===== src/rtl/aes_pkg.sv =====
// Shared AES constants, controller state encoding and the
// GF(2^8) helpers used by the round-key generator.
package aes_pkg;

  localparam int KEY_W   = 128;
  localparam int NUM_RND = 10;
  localparam int AW      = 4;

  typedef enum logic [1:0] {
    IDLE,
    EXPAND,
    DONE
  } state_t;

  function automatic logic [7:0] xtime(
    input logic [7:0] a
  );
    return {a[6:0], 1'b0} ^ (a[7] ? 8'h1b : 8'h00);
  endfunction

  function automatic logic [7:0] gf_mul(
    input logic [7:0] a,
    input logic [7:0] b
  );
    logic [7:0] p;
    logic [7:0] x;
    p = 8'h00;
    x = a;
    for (int i = 0; i < 8; i++) begin
      if (b[i]) p = p ^ x;
      x = xtime(x);
    end
    return p;
  endfunction

  // a^254 is the multiplicative inverse, and maps 0 to 0
  function automatic logic [7:0] gf_inv(
    input logic [7:0] a
  );
    logic [7:0] r;
    logic [7:0] p;
    r = 8'h01;
    p = a;
    for (int i = 1; i < 8; i++) begin
      p = gf_mul(p, p);
      r = gf_mul(r, p);
    end
    return r;
  endfunction

  function automatic logic [7:0] sbox(
    input logic [7:0] a
  );
    logic [7:0] x;
    x = gf_inv(a);
    return x
         ^ {x[6:0], x[7]}
         ^ {x[5:0], x[7:6]}
         ^ {x[4:0], x[7:5]}
         ^ {x[3:0], x[7:4]}
         ^ 8'h63;
  endfunction

  function automatic logic [7:0] rcon(
    input logic [3:0] r
  );
    logic [7:0] c;
    case (r)
      4'd1:    c = 8'h01;
      4'd2:    c = 8'h02;
      4'd3:    c = 8'h04;
      4'd4:    c = 8'h08;
      4'd5:    c = 8'h10;
      4'd6:    c = 8'h20;
      4'd7:    c = 8'h40;
      4'd8:    c = 8'h80;
      4'd9:    c = 8'h1b;
      4'd10:   c = 8'h36;
      default: c = 8'h00;
    endcase
    return c;
  endfunction

endpackage


===== src/rtl/key_sched_ctrl_if.sv =====
// Key-load handshake, status and round-key read port
// between the loader, the controller and the round stages.
interface key_sched_ctrl_if #(
  parameter int AW = aes_pkg::AW
);

  logic                      key_valid;
  logic                      key_ready;
  logic [aes_pkg::KEY_W-1:0] key_in;
  logic                      busy;
  logic                      done;
  logic                      keys_valid;
  logic [AW-1:0]             rd_addr;
  logic [aes_pkg::KEY_W-1:0] rd_key;
  logic                      rd_err;

  modport master (
    output key_valid,
    output key_in,
    output rd_addr,
    input  key_ready,
    input  busy,
    input  done,
    input  keys_valid,
    input  rd_key,
    input  rd_err
  );

  modport slave (
    input  key_valid,
    input  key_in,
    input  rd_addr,
    output key_ready,
    output busy,
    output done,
    output keys_valid,
    output rd_key,
    output rd_err
  );

endinterface


===== src/rtl/gen_rnd_key.sv =====
// Combinational AES-128 round-key step: derives round key
// rnd from the previous round key.
module gen_rnd_key
  import aes_pkg::*;
(
  input  logic [3:0]       rnd,
  input  logic [KEY_W-1:0] key_in,
  output logic [KEY_W-1:0] key_out
);

  logic [31:0] w0, w1, w2, w3;
  logic [31:0] t;
  logic [31:0] n0, n1, n2, n3;

  always_comb begin
    w0 = key_in[127:96];
    w1 = key_in[95:64];
    w2 = key_in[63:32];
    w3 = key_in[31:0];
    // RotWord then SubWord, round constant in the top byte
    t  = {sbox(w3[23:16]), sbox(w3[15:8]),
          sbox(w3[7:0]),   sbox(w3[31:24])};
    t  = t ^ {rcon(rnd), 24'h000000};
    n0 = w0 ^ t;
    n1 = w1 ^ n0;
    n2 = w2 ^ n1;
    n3 = w3 ^ n2;
    key_out = {n0, n1, n2, n3};
  end

endmodule


===== src/rtl/key_sched_ctrl.sv =====
// Iterative AES-128 key-expansion controller with an
// 11-entry round-key store and a registered read port.
module key_sched_ctrl #(
  parameter int NUM_RND = aes_pkg::NUM_RND,
  parameter int AW      = aes_pkg::AW
) (
  input logic             clk,
  input logic             rst,
  key_sched_ctrl_if.slave bus
);

  localparam int KW = aes_pkg::KEY_W;
  localparam logic [3:0] LAST = 4'(NUM_RND);
  localparam logic [AW-1:0] MAX_A = AW'(NUM_RND);

  aes_pkg::state_t state_q, state_d;

  logic [3:0]    rnd_q, rnd_d;
  logic [KW-1:0] prev_q, prev_d;
  logic [KW-1:0] nk;
  logic [KW-1:0] wdata;
  logic [3:0]    waddr;
  logic          we;
  logic          accept;
  logic          done_q, done_d;
  logic          kv_q, kv_d;
  logic [KW-1:0] rd_key_q;
  logic          rd_err_q;
  logic          rd_ok;

  logic [KW-1:0] store [NUM_RND+1];

  gen_rnd_key u_gen (
    .rnd     (rnd_q),
    .key_in  (prev_q),
    .key_out (nk)
  );

  assign accept = bus.key_valid
               && (state_q != aes_pkg::EXPAND);
  assign rd_ok  = bus.rd_addr <= MAX_A;

  always_comb begin
    state_d = state_q;
    rnd_d   = rnd_q;
    prev_d  = prev_q;
    done_d  = 1'b0;
    kv_d    = kv_q;
    we      = 1'b0;
    waddr   = rnd_q;
    wdata   = nk;
    unique case (state_q)
      aes_pkg::IDLE,
      aes_pkg::DONE: begin
        if (accept) begin
          state_d = aes_pkg::EXPAND;
          rnd_d   = 4'd1;
          prev_d  = bus.key_in;
          kv_d    = 1'b0;
          we      = 1'b1;
          waddr   = 4'd0;
          wdata   = bus.key_in;
        end
      end
      aes_pkg::EXPAND: begin
        we     = 1'b1;
        prev_d = nk;
        if (rnd_q == LAST) begin
          state_d = aes_pkg::DONE;
          rnd_d   = 4'd0;
          done_d  = 1'b1;
          kv_d    = 1'b1;
        end else begin
          rnd_d = rnd_q + 4'd1;
        end
      end
      default: begin
        state_d = aes_pkg::IDLE;
        rnd_d   = 4'd0;
      end
    endcase
  end

  always_ff @(posedge clk) begin
    if (rst) begin
      state_q  <= aes_pkg::IDLE;
      rnd_q    <= 4'd0;
      prev_q   <= '0;
      done_q   <= 1'b0;
      kv_q     <= 1'b0;
      rd_key_q <= '0;
      rd_err_q <= 1'b0;
    end else begin
      state_q  <= state_d;
      rnd_q    <= rnd_d;
      prev_q   <= prev_d;
      done_q   <= done_d;
      kv_q     <= kv_d;
      rd_err_q <= !rd_ok;
      rd_key_q <= rd_ok ? store[bus.rd_addr] : '0;
    end
  end

  // Store is deliberately not cleared by reset
  always_ff @(posedge clk) begin
    if (!rst && we) begin
      store[waddr] <= wdata;
    end
  end

  assign bus.key_ready  = state_q != aes_pkg::EXPAND;
  assign bus.busy       = state_q == aes_pkg::EXPAND;
  assign bus.done       = done_q;
  assign bus.keys_valid = kv_q;
  assign bus.rd_key     = rd_key_q;
  assign bus.rd_err     = rd_err_q;

endmodule

===== src/flat_wrapper.sv =====
// flat-port wrapper written by rule: the top's interface ports become plain ports
module key_sched_ctrl_flat 
#(
  parameter int NUM_RND = aes_pkg::NUM_RND,
  parameter int AW      = aes_pkg::AW
)
  (clk, rst, bus_key_valid, bus_key_in, bus_rd_addr, bus_key_ready, bus_busy, bus_done, bus_keys_valid, bus_rd_key, bus_rd_err);
  key_sched_ctrl_if #(.AW(AW)) bus_i ();
  input logic clk;
  input logic rst;
  input wire logic [$bits(bus_i.key_valid)-1:0] bus_key_valid;
  input wire logic [$bits(bus_i.key_in)-1:0] bus_key_in;
  input wire logic [$bits(bus_i.rd_addr)-1:0] bus_rd_addr;
  output wire logic [$bits(bus_i.key_ready)-1:0] bus_key_ready;
  output wire logic [$bits(bus_i.busy)-1:0] bus_busy;
  output wire logic [$bits(bus_i.done)-1:0] bus_done;
  output wire logic [$bits(bus_i.keys_valid)-1:0] bus_keys_valid;
  output wire logic [$bits(bus_i.rd_key)-1:0] bus_rd_key;
  output wire logic [$bits(bus_i.rd_err)-1:0] bus_rd_err;
  assign bus_i.key_valid = bus_key_valid;
  assign bus_i.key_in = bus_key_in;
  assign bus_i.rd_addr = bus_rd_addr;
  assign bus_key_ready = bus_i.key_ready;
  assign bus_busy = bus_i.busy;
  assign bus_done = bus_i.done;
  assign bus_keys_valid = bus_i.keys_valid;
  assign bus_rd_key = bus_i.rd_key;
  assign bus_rd_err = bus_i.rd_err;
  key_sched_ctrl #(.NUM_RND(NUM_RND), .AW(AW)) u_core (.clk(clk), .rst(rst), .bus(bus_i));
endmodule

===== config.mk =====
export PLATFORM = sky130hd
export DESIGN_NAME = key_sched_ctrl_flat
export DESIGN_NICKNAME = d
export VERILOG_FILES = /design/src/rtl/aes_pkg.sv /design/src/rtl/key_sched_ctrl_if.sv /design/src/rtl/gen_rnd_key.sv /design/src/rtl/key_sched_ctrl.sv /design/src/flat_wrapper.sv
export SDC_FILE = /design/constraint.sdc
export NUM_CORES = 2
export LEC_CHECK = 0
export BUFFER_PORTS_ARGS = -buffer_cell sky130_fd_sc_hd__buf_2
export CORE_ASPECT_RATIO = 0.7
export CORE_MARGIN = 10
export CORE_UTILIZATION = 60
export CTS_BUF_LIST = sky130_fd_sc_hd__clkbuf_8
export DETAILED_ROUTE_END_ITERATION = 16
export PLACE_DENSITY = 0.8
export SLEW_MARGIN = 20
export SYNTH_ARGS = -nofsm -noshare
export SYNTH_HDL_FRONTEND = slang
export SYNTH_SLANG_ARGS = --single-unit

===== constraint.sdc =====
create_clock -name clk -period 15.9 [get_ports clk]
set_input_delay 3.18 -clock clk [delete_from_list [all_inputs] [get_ports clk]]
set_output_delay 3.18 -clock clk [all_outputs]
set_load 0.02 [all_outputs]

==> results.sh <==
export IMPL_cts_max_path_buffers=3
export IMPL_yosys_top_cells_area="edfxtp_1, xnor2_1, xnor3_1, mux4_2, dfxtp_1"
export IMPL_start_util_pct=60.47
export IMPL_rows=138
export IMPL_design_area_sq_um=140700
export IMPL_synthTopCellsByCount="xnor2_1, edfxtp_1, nor2_1"
export IMPL_max_stage_delay_ns=0.61
export IMPL_fin_crit_ns=15.51
export IMPL_min_delay_path_depth=2
export IMPL_dieHeight_microns=398.2
export IMPL_wirelength_mm=391.9
export IMPL_hold_path_class="reg -> reg"
export IMPL_cts_tree="yes"
export IMPL_ctsHoldBuffers=0
export IMPL_met2_length_mm=172.2
export IMPL_coreArea_sq_um=202700
export IMPL_synthAdderAreaFrac_pct=0.2633
export IMPL_maxCapViolations=0
export IMPL_yosys_area_top_type="edfxtp_1"
export IMPL_yosysSeqAreaShare_pct=38.95
export IMPL_synth_area_sq_um=122600
export IMPL_cp_num_buf_inv=13
export IMPL_yosys_area_share_simple_pct=12.16
export IMPL_start_kind="register"
export IMPL_crit_top_cell="buf_4"
export IMPL_worstPathMaxFanout=10
export IMPL_timing_rr_end="u_core.store[0][27]"
export IMPL_arrival_ns=16.15
export IMPL_nets=12680
export IMPL_grt_total_usage_pct=33.30
export IMPL_avgSynthCellArea_sq_um=10.44
export IMPL_met1_length_mm=157.5
export IMPL_firstDrtPassIters=6
export IMPL_drv_slew=0
export IMPL_yosys_warnings=0
export IMPL_numCtsBuffers=240
export IMPL_top_layer_used="met5"
export IMPL_ant_nets=0
export IMPL_slowest_stage="xnor3_2"
export IMPL_endpoint_kind="register"
export IMPL_drt_iter0_markers=13680
export IMPL_rr_startpoint="u_core.prev_q[23]"
export IMPL_finalSetupViolations=0
export IMPL_yosys_register_bits=1681
export IMPL_post_drt_wl_per_cell_microns=25.30
export IMPL_globalplace_congestion=0.9969
export IMPL_max_freq_ghz=0.06449
export IMPL_fillers=14350
export IMPL_grt_overflow=0
export IMPL_required_ns=16.54
export IMPL_netlist_area_leader_share_pct=34.49
export IMPL_placed_area_sq_um=132200
export IMPL_grt_setup_unrepaired="yes"
export IMPL_die_area_sq_um=223100
export IMPL_finish_utilization_pct=69.42
export IMPL_synthXorXnorAreaFrac_pct=25.33
export IMPL_route_met3_wl_mm=44.36
export IMPL_drive_above_1_share_pct=20.74
export IMPL_drc=0
export IMPL_grt_pass1_vias=94440
export IMPL_vias=99070
export IMPL_synth_top_family_by_area="XOR/XNOR gates"
export IMPL_syn_nets=11900
export IMPL_cpLargestDelayFamily="XOR/XNOR gates"
export IMPL_yosysMostFrequentCell="xnor2_1"
export IMPL_grt_pass1_wl_mm=583.3
export IMPL_rrSetupSlack_ns=0.39
export IMPL_synth_async_reset_ratio_pct=0
export IMPL_finClkSkew_ns=0.05249
export IMPL_setup_tns_ns=0
export IMPL_synth_compound_area_share_pct=12.03
export IMPL_hpwl_mm=264.9
export IMPL_synth_top_flop_cell="edfxtp_1"
export IMPL_synth_cells=11740
export IMPL_stdcell_count=15490
export IMPL_die_w_microns=560.2
export IMPL_clkTransAtPathRegs_ns=0.07
export IMPL_rr_worst_depth=60
export IMPL_areaGrowthSynthToFinish_pct=14.80
export IMPL_synth_edf_count=1408
export IMPL_hp_start="u_core.state_q[1]"
export IMPL_status="finished, final reports clean"
export IMPL_htreeDepth=4
export IMPL_synth_distinct_cells=120
export IMPL_tightest_slew_ns=1.242
export IMPL_numClockSinks=1681
export IMPL_grt_max_degree=198
export IMPL_io_buffers=267
export IMPL_via_per_inst=6.396
export IMPL_fin_crit_sh_pct=97.53
export IMPL_synth_area_mux_share_pct=8.264
export IMPL_timing_slew_headroom_pct=17.18
export IMPL_num_io_pins=268
export IMPL_clkLatencyLatePin_ns=0.97
export IMPL_antenna_found_initial=38
export IMPL_cts_root_buf="clkbuf_8"
export IMPL_finalHoldViolCount=0
export IMPL_worstSetupPathType="reg -> reg"
export IMPL_placed_cells=14910
export IMPL_min_to="u_core.state_q[1]"
## timing repair
action                                  4_1_cts  5_1_grt
hold endpoints to repair                      0        0
endpoints found under the setup margin      774     1504
pin swaps                                     9      106
gates resized for setup                      87      358
setup buffers                                12       76
gates cloned                                  0        4
## worst reg2reg max path, delay by kind of cell, from the launching register on
kind / cells / cell delay (ns)
simple gates: 7 / 1.12
compound gates: 6 / 1.35
buf+inv: 13 / 2.11
mux: 3 / 0.69
fa+ha+maj: 2 / 0.61
flops: 1 / 0.37
xor+xnor: 29 / 8.98
## layout make-up
class	instances	area [sq um]	area share, %
Multi-Input combinational cell	9150	74300	52.80
Sequential cell	1681	47760	33.94
Timing Repair Buffer	1322	9774	6.946
Clock buffer	282	3881	2.758
Tap cell	2730	3416	2.427
Clock inverter	178	1062	0.7549
Inverter	123	476.7	0.3388
Antenna cell	23	57.56	0.04090
## sequential cells by signal, summed over array words and instances, names as in the netlist, named ones only
name and cells:
u_core.prev_q 128, u_core.bus.rd_key 128, u_core.state_q 2, u_core.rnd_q 4
u_core.bus.keys_valid 1, u_core.bus.done 1, u_core.bus.rd_err 1, u_core.store 1408
## routing by layer
metal	GRT usage [%]	vias up
met2	50.10	6336
met5	0	-
li1	-	43720
met3	6.489	793
met1	47.47	48210
met4	13.78	10
## layout by cell type, fill, tap and decap left out, types with 39 or more instances in the layout
cell,synthesis,final
nor2_1,1395,1380
edfxtp_1,1408,1408
clkinv_1,20,56
dfxtp_1,273,265
nand3_1,206,204
clkbuf_8,0,282
o211ai_1,71,71
a221oi_1,43,39
buf_4,28,1006
and3_1,44,42
a211oi_1,320,315
o22ai_1,102,102
o21ai_0,466,437
xnor2_2,97,217
a21oi_1,683,666
xnor2_4,19,57
nor2b_1,197,195
nor3_1,201,195
and2_1,45,44
mux4_2,257,257
xor3_1,46,41
nand2b_1,86,83
buf_2,110,262
xnor3_2,24,75
xnor2_1,1608,1452
nand2_1,1015,1010
xor2_1,542,487
a31oi_1,87,84
mux2_2,63,63
xnor3_1,348,296
inv_1,94,182
a22oi_1,78,76
mux2i_1,355,351
a21o_1,43,43
or3_1,64,63
o21ai_1,44,53
xor2_2,28,68
## logic make-up after synthesis
group,after synthesis
and+or+nand+nor,3406
DFF,1681
xor gates and xnor gates,2718
buffers and inverters,910
adders and majority gates,26
muxes,681
AOI/OAI and AO/OA,2315
## stage by stage
stage | worst slack [ns] | hold WS, ns
floorplan | -0.04167 | 0.4447
global placement | -0.4101 | 0.4639
detailed placement | -0.7101 | 0.4817
CTS | -0.09410 | 0.4944
global route | -0.1306 | 0.5242
finish | 0.3928 | 0.4975
## how the worst max path moves through the flow
stage	slack, ns	start	endpoint	depth (start not counted)
finish	0.39	u_core.prev_q[23]	u_core.store[0][27]	60
detailed placement	-0.71	u_core.prev_q[0]	u_core.store[1][14]	60
global route	-0.13	u_core.prev_q[23]	u_core.store[3][27]	65
CTS	-0.09	u_core.prev_q[0]	u_core.store[9][14]	60
global placement	-0.41	u_core.prev_q[23]	u_core.store[0][63]	55
floorplan	-0.04	u_core.prev_q[16]	u_core.store[0][94]	69
Power is not shown: default switching activity piles up to over one toggle a cycle in this logic, so the estimate is an artifact.
